`src/rtl/mips_pkg.sv`:
```
// mips_pkg: shared definitions for the MIPS32 pipeline stages.
//   - load_size_e : encodings for the load size field (byte/half/word/reserved)
//   - REG_W       : register-index width
//   - DATA_W      : default datapath width
package mips_pkg;

  localparam int REG_W  = 5;
  localparam int DATA_W = 32;

  typedef enum logic [1:0] {
    SZ_BYTE = 2'b00,
    SZ_HALF = 2'b01,
    SZ_WORD = 2'b10,
    SZ_RSVD = 2'b11
  } load_size_e;

  typedef logic [REG_W-1:0] reg_idx_t;

endpackage

```
`src/rtl/wb_load_align.sv`:
```
// wb_load_align: combinational sub-word load alignment and extension.
// Ports:
//   word    - raw load data (WIDTH bits); lanes taken from the low 32 bits
//   size    - load size (byte / half / word / reserved)
//   sgn     - sign-extend sub-word results when 1, zero-extend when 0
//   addr_lo - low two effective-address bits selecting the lane
//   aligned - aligned and extended result
module wb_load_align
  import mips_pkg::*;
#(
  parameter int WIDTH = DATA_W
) (
  input  logic [WIDTH-1:0] word,
  input  logic [1:0]       size,
  input  logic             sgn,
  input  logic [1:0]       addr_lo,
  output logic [WIDTH-1:0] aligned
);

  logic [7:0]  byte_lane;
  logic [15:0] half_lane;

  always_comb begin
    byte_lane = word[7:0];
    case (addr_lo)
      2'd0:    byte_lane = word[7:0];
      2'd1:    byte_lane = word[15:8];
      2'd2:    byte_lane = word[23:16];
      default: byte_lane = word[31:24];
    endcase
    // Halfword lane pair is chosen by addr_lo[1] only; addr_lo[0] is ignored.
    half_lane = addr_lo[1] ? word[31:16] : word[15:0];

    aligned = word;
    case (load_size_e'(size))
      SZ_BYTE: aligned = {{(WIDTH-8){sgn & byte_lane[7]}}, byte_lane};
      SZ_HALF: aligned = {{(WIDTH-16){sgn & half_lane[15]}}, half_lane};
      default: aligned = word;
    endcase
  end

endmodule

```
`src/rtl/wb_select_stage.sv`:
```
// wb_select_stage: MEM->WB stage. Selects one of NUM_SRC data sources,
// aligns sub-word loads on LOAD_SRC, and holds results in a 2-entry
// in-order skid buffer feeding the register-file write port.
// Ports:
//   clk, rst                 - clock, asynchronous active-high reset
//   in_valid / in_ready      - upstream handshake
//   in_sel, in_data          - source select and packed sources
//   in_rd, in_regwrite       - destination register and write request
//   in_size, in_signed,
//   in_addr_lo               - load alignment controls
//   flush                    - drop buffered and incoming entries
//   out_valid / out_ready    - write-back handshake
//   out_data, out_rd,
//   out_regwrite             - head entry contents
//
// Handshake: a transfer happens on a rising edge where valid && ready.
// A producer holds its payload stable while valid && !ready; ready never
// depends combinationally on the partner's valid (in_ready depends only on
// the registered occupancy and rst).
module wb_select_stage
  import mips_pkg::*;
#(
  parameter int WIDTH    = DATA_W,
  parameter int NUM_SRC  = 4,
  parameter int LOAD_SRC = 1,
  parameter int SEL_W    = $clog2(NUM_SRC)
) (
  input  logic                     clk,
  input  logic                     rst,
  input  logic                     in_valid,
  output logic                     in_ready,
  input  logic [SEL_W-1:0]         in_sel,
  input  logic [NUM_SRC*WIDTH-1:0] in_data,
  input  logic [REG_W-1:0]         in_rd,
  input  logic                     in_regwrite,
  input  logic [1:0]               in_size,
  input  logic                     in_signed,
  input  logic [1:0]               in_addr_lo,
  input  logic                     flush,
  output logic                     out_valid,
  input  logic                     out_ready,
  output logic [WIDTH-1:0]         out_data,
  output logic [REG_W-1:0]         out_rd,
  output logic                     out_regwrite
);

  logic [WIDTH-1:0] sel_word;
  logic [WIDTH-1:0] aligned_word;
  logic [WIDTH-1:0] new_data;
  logic             new_rw;
  logic             sel_ok;
  logic             push;
  logic             pop;

  logic [1:0]       count;
  logic [WIDTH-1:0] head_data;
  reg_idx_t         head_rd;
  logic             head_rw;
  logic [WIDTH-1:0] tail_data;
  reg_idx_t         tail_rd;
  logic             tail_rw;

  always_comb begin
    sel_word = '0;
    for (int k = 0; k < NUM_SRC; k++) begin
      if (in_sel == SEL_W'(k)) sel_word = in_data[k*WIDTH +: WIDTH];
    end
  end

  wb_load_align #(.WIDTH(WIDTH)) u_align (
    .word    (sel_word),
    .size    (in_size),
    .sgn     (in_signed),
    .addr_lo (in_addr_lo),
    .aligned (aligned_word)
  );

  // Out-of-range selects produce a harmless no-op entry (data 0, no write).
  assign sel_ok   = int'(in_sel) < NUM_SRC;
  assign new_data = !sel_ok ? '0 :
                    (in_sel == SEL_W'(LOAD_SRC)) ? aligned_word : sel_word;
  assign new_rw   = in_regwrite && sel_ok && (in_rd != '0);

  assign in_ready     = (count != 2'd2) && !rst;
  assign out_valid    = (count != 2'd0);
  assign out_data     = head_data;
  assign out_rd       = head_rd;
  assign out_regwrite = head_rw && out_valid;

  assign push = in_valid && in_ready;
  assign pop  = out_valid && out_ready;

  // Head registers only change when empty or on a pop, so the head stays
  // stable under backpressure and keeps its last value when drained.
  always_ff @(posedge clk or posedge rst) begin
    if (rst) begin
      count     <= 2'd0;
      head_data <= '0;
      head_rd   <= '0;
      head_rw   <= 1'b0;
      tail_data <= '0;
      tail_rd   <= '0;
      tail_rw   <= 1'b0;
    end else if (flush) begin
      count <= 2'd0;
    end else begin
      case (count)
        2'd0: begin
          if (push) begin
            head_data <= new_data;
            head_rd   <= in_rd;
            head_rw   <= new_rw;
            count     <= 2'd1;
          end
        end
        2'd1: begin
          if (push && pop) begin
            head_data <= new_data;
            head_rd   <= in_rd;
            head_rw   <= new_rw;
          end else if (push) begin
            tail_data <= new_data;
            tail_rd   <= in_rd;
            tail_rw   <= new_rw;
            count     <= 2'd2;
          end else if (pop) begin
            count <= 2'd0;
          end
        end
        default: begin
          if (pop) begin
            head_data <= tail_data;
            head_rd   <= tail_rd;
            head_rw   <= tail_rw;
            count     <= 2'd1;
          end
        end
      endcase
    end
  end

endmodule

```
`config.mk`:
```
export PLATFORM = sky130hd
export DESIGN_NAME = wb_select_stage
export DESIGN_NICKNAME = d
export VERILOG_FILES = /design/src/rtl/mips_pkg.sv /design/src/rtl/wb_load_align.sv /design/src/rtl/wb_select_stage.sv
export SDC_FILE = /design/constraint.sdc
export NUM_CORES = 1
export LEC_CHECK = 0
export BUFFER_PORTS_ARGS = -buffer_cell sky130_fd_sc_hd__buf_2
export CAP_MARGIN = 30
export CORE_UTILIZATION = 54
export DETAILED_ROUTE_END_ITERATION = 7
export PLACE_DENSITY = 0.86
export RECOVER_POWER = 25
export SLEW_MARGIN = 5
export SYNTH_ARGS = -nofsm -noshare
export SYNTH_HDL_FRONTEND = slang
export SYNTH_SLANG_ARGS = --single-unit
export TNS_END_PERCENT = 50
```
`constraint.sdc`:
```
create_clock -name clk -period 8 [get_ports clk]
set_input_delay 1.6 -clock clk [delete_from_list [all_inputs] [get_ports clk]]
set_output_delay 1.6 -clock clk [all_outputs]
set_load 0.005 [all_outputs]
```
==> out/qor.csv <==
metric,value,unit
globalplace.congestion,0.9761,
finalPower,1.092,mW
clock_sink_count,78,
drc,0,
vias,5360,
path_class,input port to async pin,
setup-violations-final,0,
maxSlewHeadroom,-135.3,%
slowest_delay,2.53,ns
io_pins,186,
grt_use_met3,4.779,%
tightest_slew,3.529,ns
crit_arrival,4.77,ns
root_buffer,clkbuf_8,
syn_nets,717,
report.final.slew_viol_count,70,
synth_area_per_cell,8.969,µm²
yosys.area.top_type_share,38.11,%
yosysUniqueCellTypes,50,
violations,"max-capacitance violations, max-slew violations",
post-route-period-util,63.92,%
row_count,35,
cap_violations,1,
async_flop_share,100.0,%
dp_hpwl,12330,µm
crit_buf_inv,4,
synth_most_common_cell,dfrtp_1,
r2r_cells,6,
hold_class,flip-flop to flip-flop,
postCtsSetupBuffers,0,
port_buffers,185,
drtIter0Drc,439,
start_kind,input port,
path_cells,clkbuf_1 -> clkinv_1 -> clkbuf_1 -> clkbuf_1,
firstDrtPassIters,6,
grt_pass1_wl,25450,µm
grt_pass1_vias,5020,
ctsHoldBuffers,0,
synth_sequential_area_ratio,38.11,%
cts.repair.resized,0,
leakage,2.981,nW
whs,0.4824,ns
cts_buffers,9,
drive_gt1_share,34.51,%
antenna_found_initial,0,
initial_core_util,55.69,%
power_density,174.7,nW/µm²
worst_path_max_delay_cell,clkbuf_1,
cts_buffer_depth,2,
crit_required,7.65,ns
cts_tree,built,
outcome,"complete, but fails checks",
fmax,0.1955,GHz
final_nets,877,
fill_cells,776,
antenna_cells_inserted,0,
ir_drop,0.00008180,V
grt_overflow,0,
synth-seq-cells,78,
setup-tns-final,0,ns
avgViaCountPerCell,6.328,
path_max_fanout,69,
worst-path-stages,4,
synthFlopType,dfrtp_1,
die_y,99.39,µm
wl_per_cell,19.13,µm
ant_nets,0,
core-area,9196,µm²
clock-skew-final,0.009732,ns
finalCriticalPeriod,5.114,ns
htreeDepth,3,
synth_top_cells_by_count,"dfrtp_1 (78), nand2_1 (70), nor2_1 (55)",
cpLargestDelayFamily,buffers and inverters,
hold_viol,0,
fp.dieW,99.39,µm
endpoint_kind,async pin,
clk_latency,0.35,ns
syn_inst,571,
wl,16200,µm
grt_max_degree,80,
die_area,9877,µm²
clk_pin_slew,0.07,ns
rsz0062_at_grt,no,
path_common_cell,clkbuf_1,
track_usage,33.27,%
grt-busiest-layer,met2,
ys_top_cells_by_area,"dfrtp_1 (38%), mux2i_1 (6.8%), nand2_1 (5.1%)",
final_util,67.96,%
synth_area_leader_cell,dfrtp_1,
met1_usage,44.38,%
area_growth,22.04,%
synth.cell_area,5121,µm²
ys_warn_count,0,
whs_path_depth,2,
met2_usage,54.81,%
synth-edff-count,0,
==> cells by family (layout without fill, tap and decap cells) <==
| group | Yosys count | in the layout | synth area share (%) |
|---|---|---|---|
| compound gates | 206 | 206 | 27.56 |
| simple gates | 174 | 174 | 15.66 |
| flops | 78 | 78 | 38.11 |
| mux | 59 | 59 | 13.88 |
| buf+inv | 54 | 219 | 4.789 |
==> tightest hold or removal path, stage by stage, from the launching register on <==
cell     delay (ns)
dfrtp_1        0.35
nand2_1        0.05
o31ai_1        0.05
==> layer usage <==
metal / vias up / part of all wire [%]
li1: 2459 / -
met1: 2579 / 41
met2: 291 / 48
met3: 31 / 8.0
met4: 0 / 3.1
met5: - / 0
==> layout by cell type (no fill, tap or decap), types with 3 or more instances in the layout <==
cell / synthesis / routed
a221oi_1: 5 / 5
nor2_1: 55 / 55
a21oi_1: 35 / 35
mux2i_1: 35 / 35
nor2b_1: 12 / 12
a21o_1: 5 / 5
nand2b_1: 10 / 10
a22o_1: 8 / 8
buf_2: 13 / 184
o31ai_1: 16 / 16
inv_1: 6 / 5
a31oi_1: 25 / 25
a221o_1: 7 / 7
mux4_2: 8 / 8
clkbuf_1: 27 / 3
o21ai_1: 3 / 3
a22oi_1: 25 / 25
o21a_1: 3 / 3
o21ai_0: 31 / 30
nand3_1: 6 / 6
dfrtp_1: 78 / 78
nand2_1: 70 / 70
clkbuf_8: 0 / 9
o221a_2: 8 / 8
or4_1: 3 / 3
a211oi_1: 8 / 8
buf_4: 3 / 8
mux2_2: 16 / 16
o22ai_1: 18 / 18
==> per-stage QoR <==
stage,cell area [µm²],std cells,setup WS [ns]
final,6250,847,2.886
after CTS,6243,845,3.529
after global routing,6250,847,2.056
after detailed placement,6065,829,3.533
after floorplan,5121,571,2.892
after global placement,6022,826,3.576
==> sequential cells by signal, summed over array words and instances (netlist names) <==
name       cells
out_data      32
tail_data     32
out_rd         5
tail_rd        5
count          2
head_rw        1
tail_rw        1
==> final cells by class <==
class | instances | area (µm²) | area share (%)
inverter | 7 | 26.28 | 0.4204
clock buffer | 9 | 123.9 | 1.982
sequential | 78 | 1952 | 31.23
clock inverter | 7 | 55.05 | 0.8809
timing repair buffer | 196 | 1020 | 16.32
multi-input combinational | 439 | 2934 | 46.95
tap | 111 | 138.9 | 2.222
==> path summary, 6_finish.rpt <==
check / start / end / slack [ns]
worst min register to register: tail_data[11] / tail_data[11] / 0.48
worst max register to register: count[1] / out_data[29] / 4.70
worst min-delay path: tail_data[11] / tail_data[11] / 0.48
max in group clk: rst / in_ready / 3.90
worst max-delay path: rst / out_data[4] / 2.89
min in group asynchronous: rst / out_rd[1] / 1.37
==> power by group <==
part | internal, mW | total, mW | leakage, nW | switching, mW
registers | 0.467 | 0.508 | 0.982 | 0.0416
clock network | 0.116 | 0.270 | 0.0919 | 0.154
logic | 0.146 | 0.314 | 1.91 | 0.167
(Power assumes the default switching activity.)
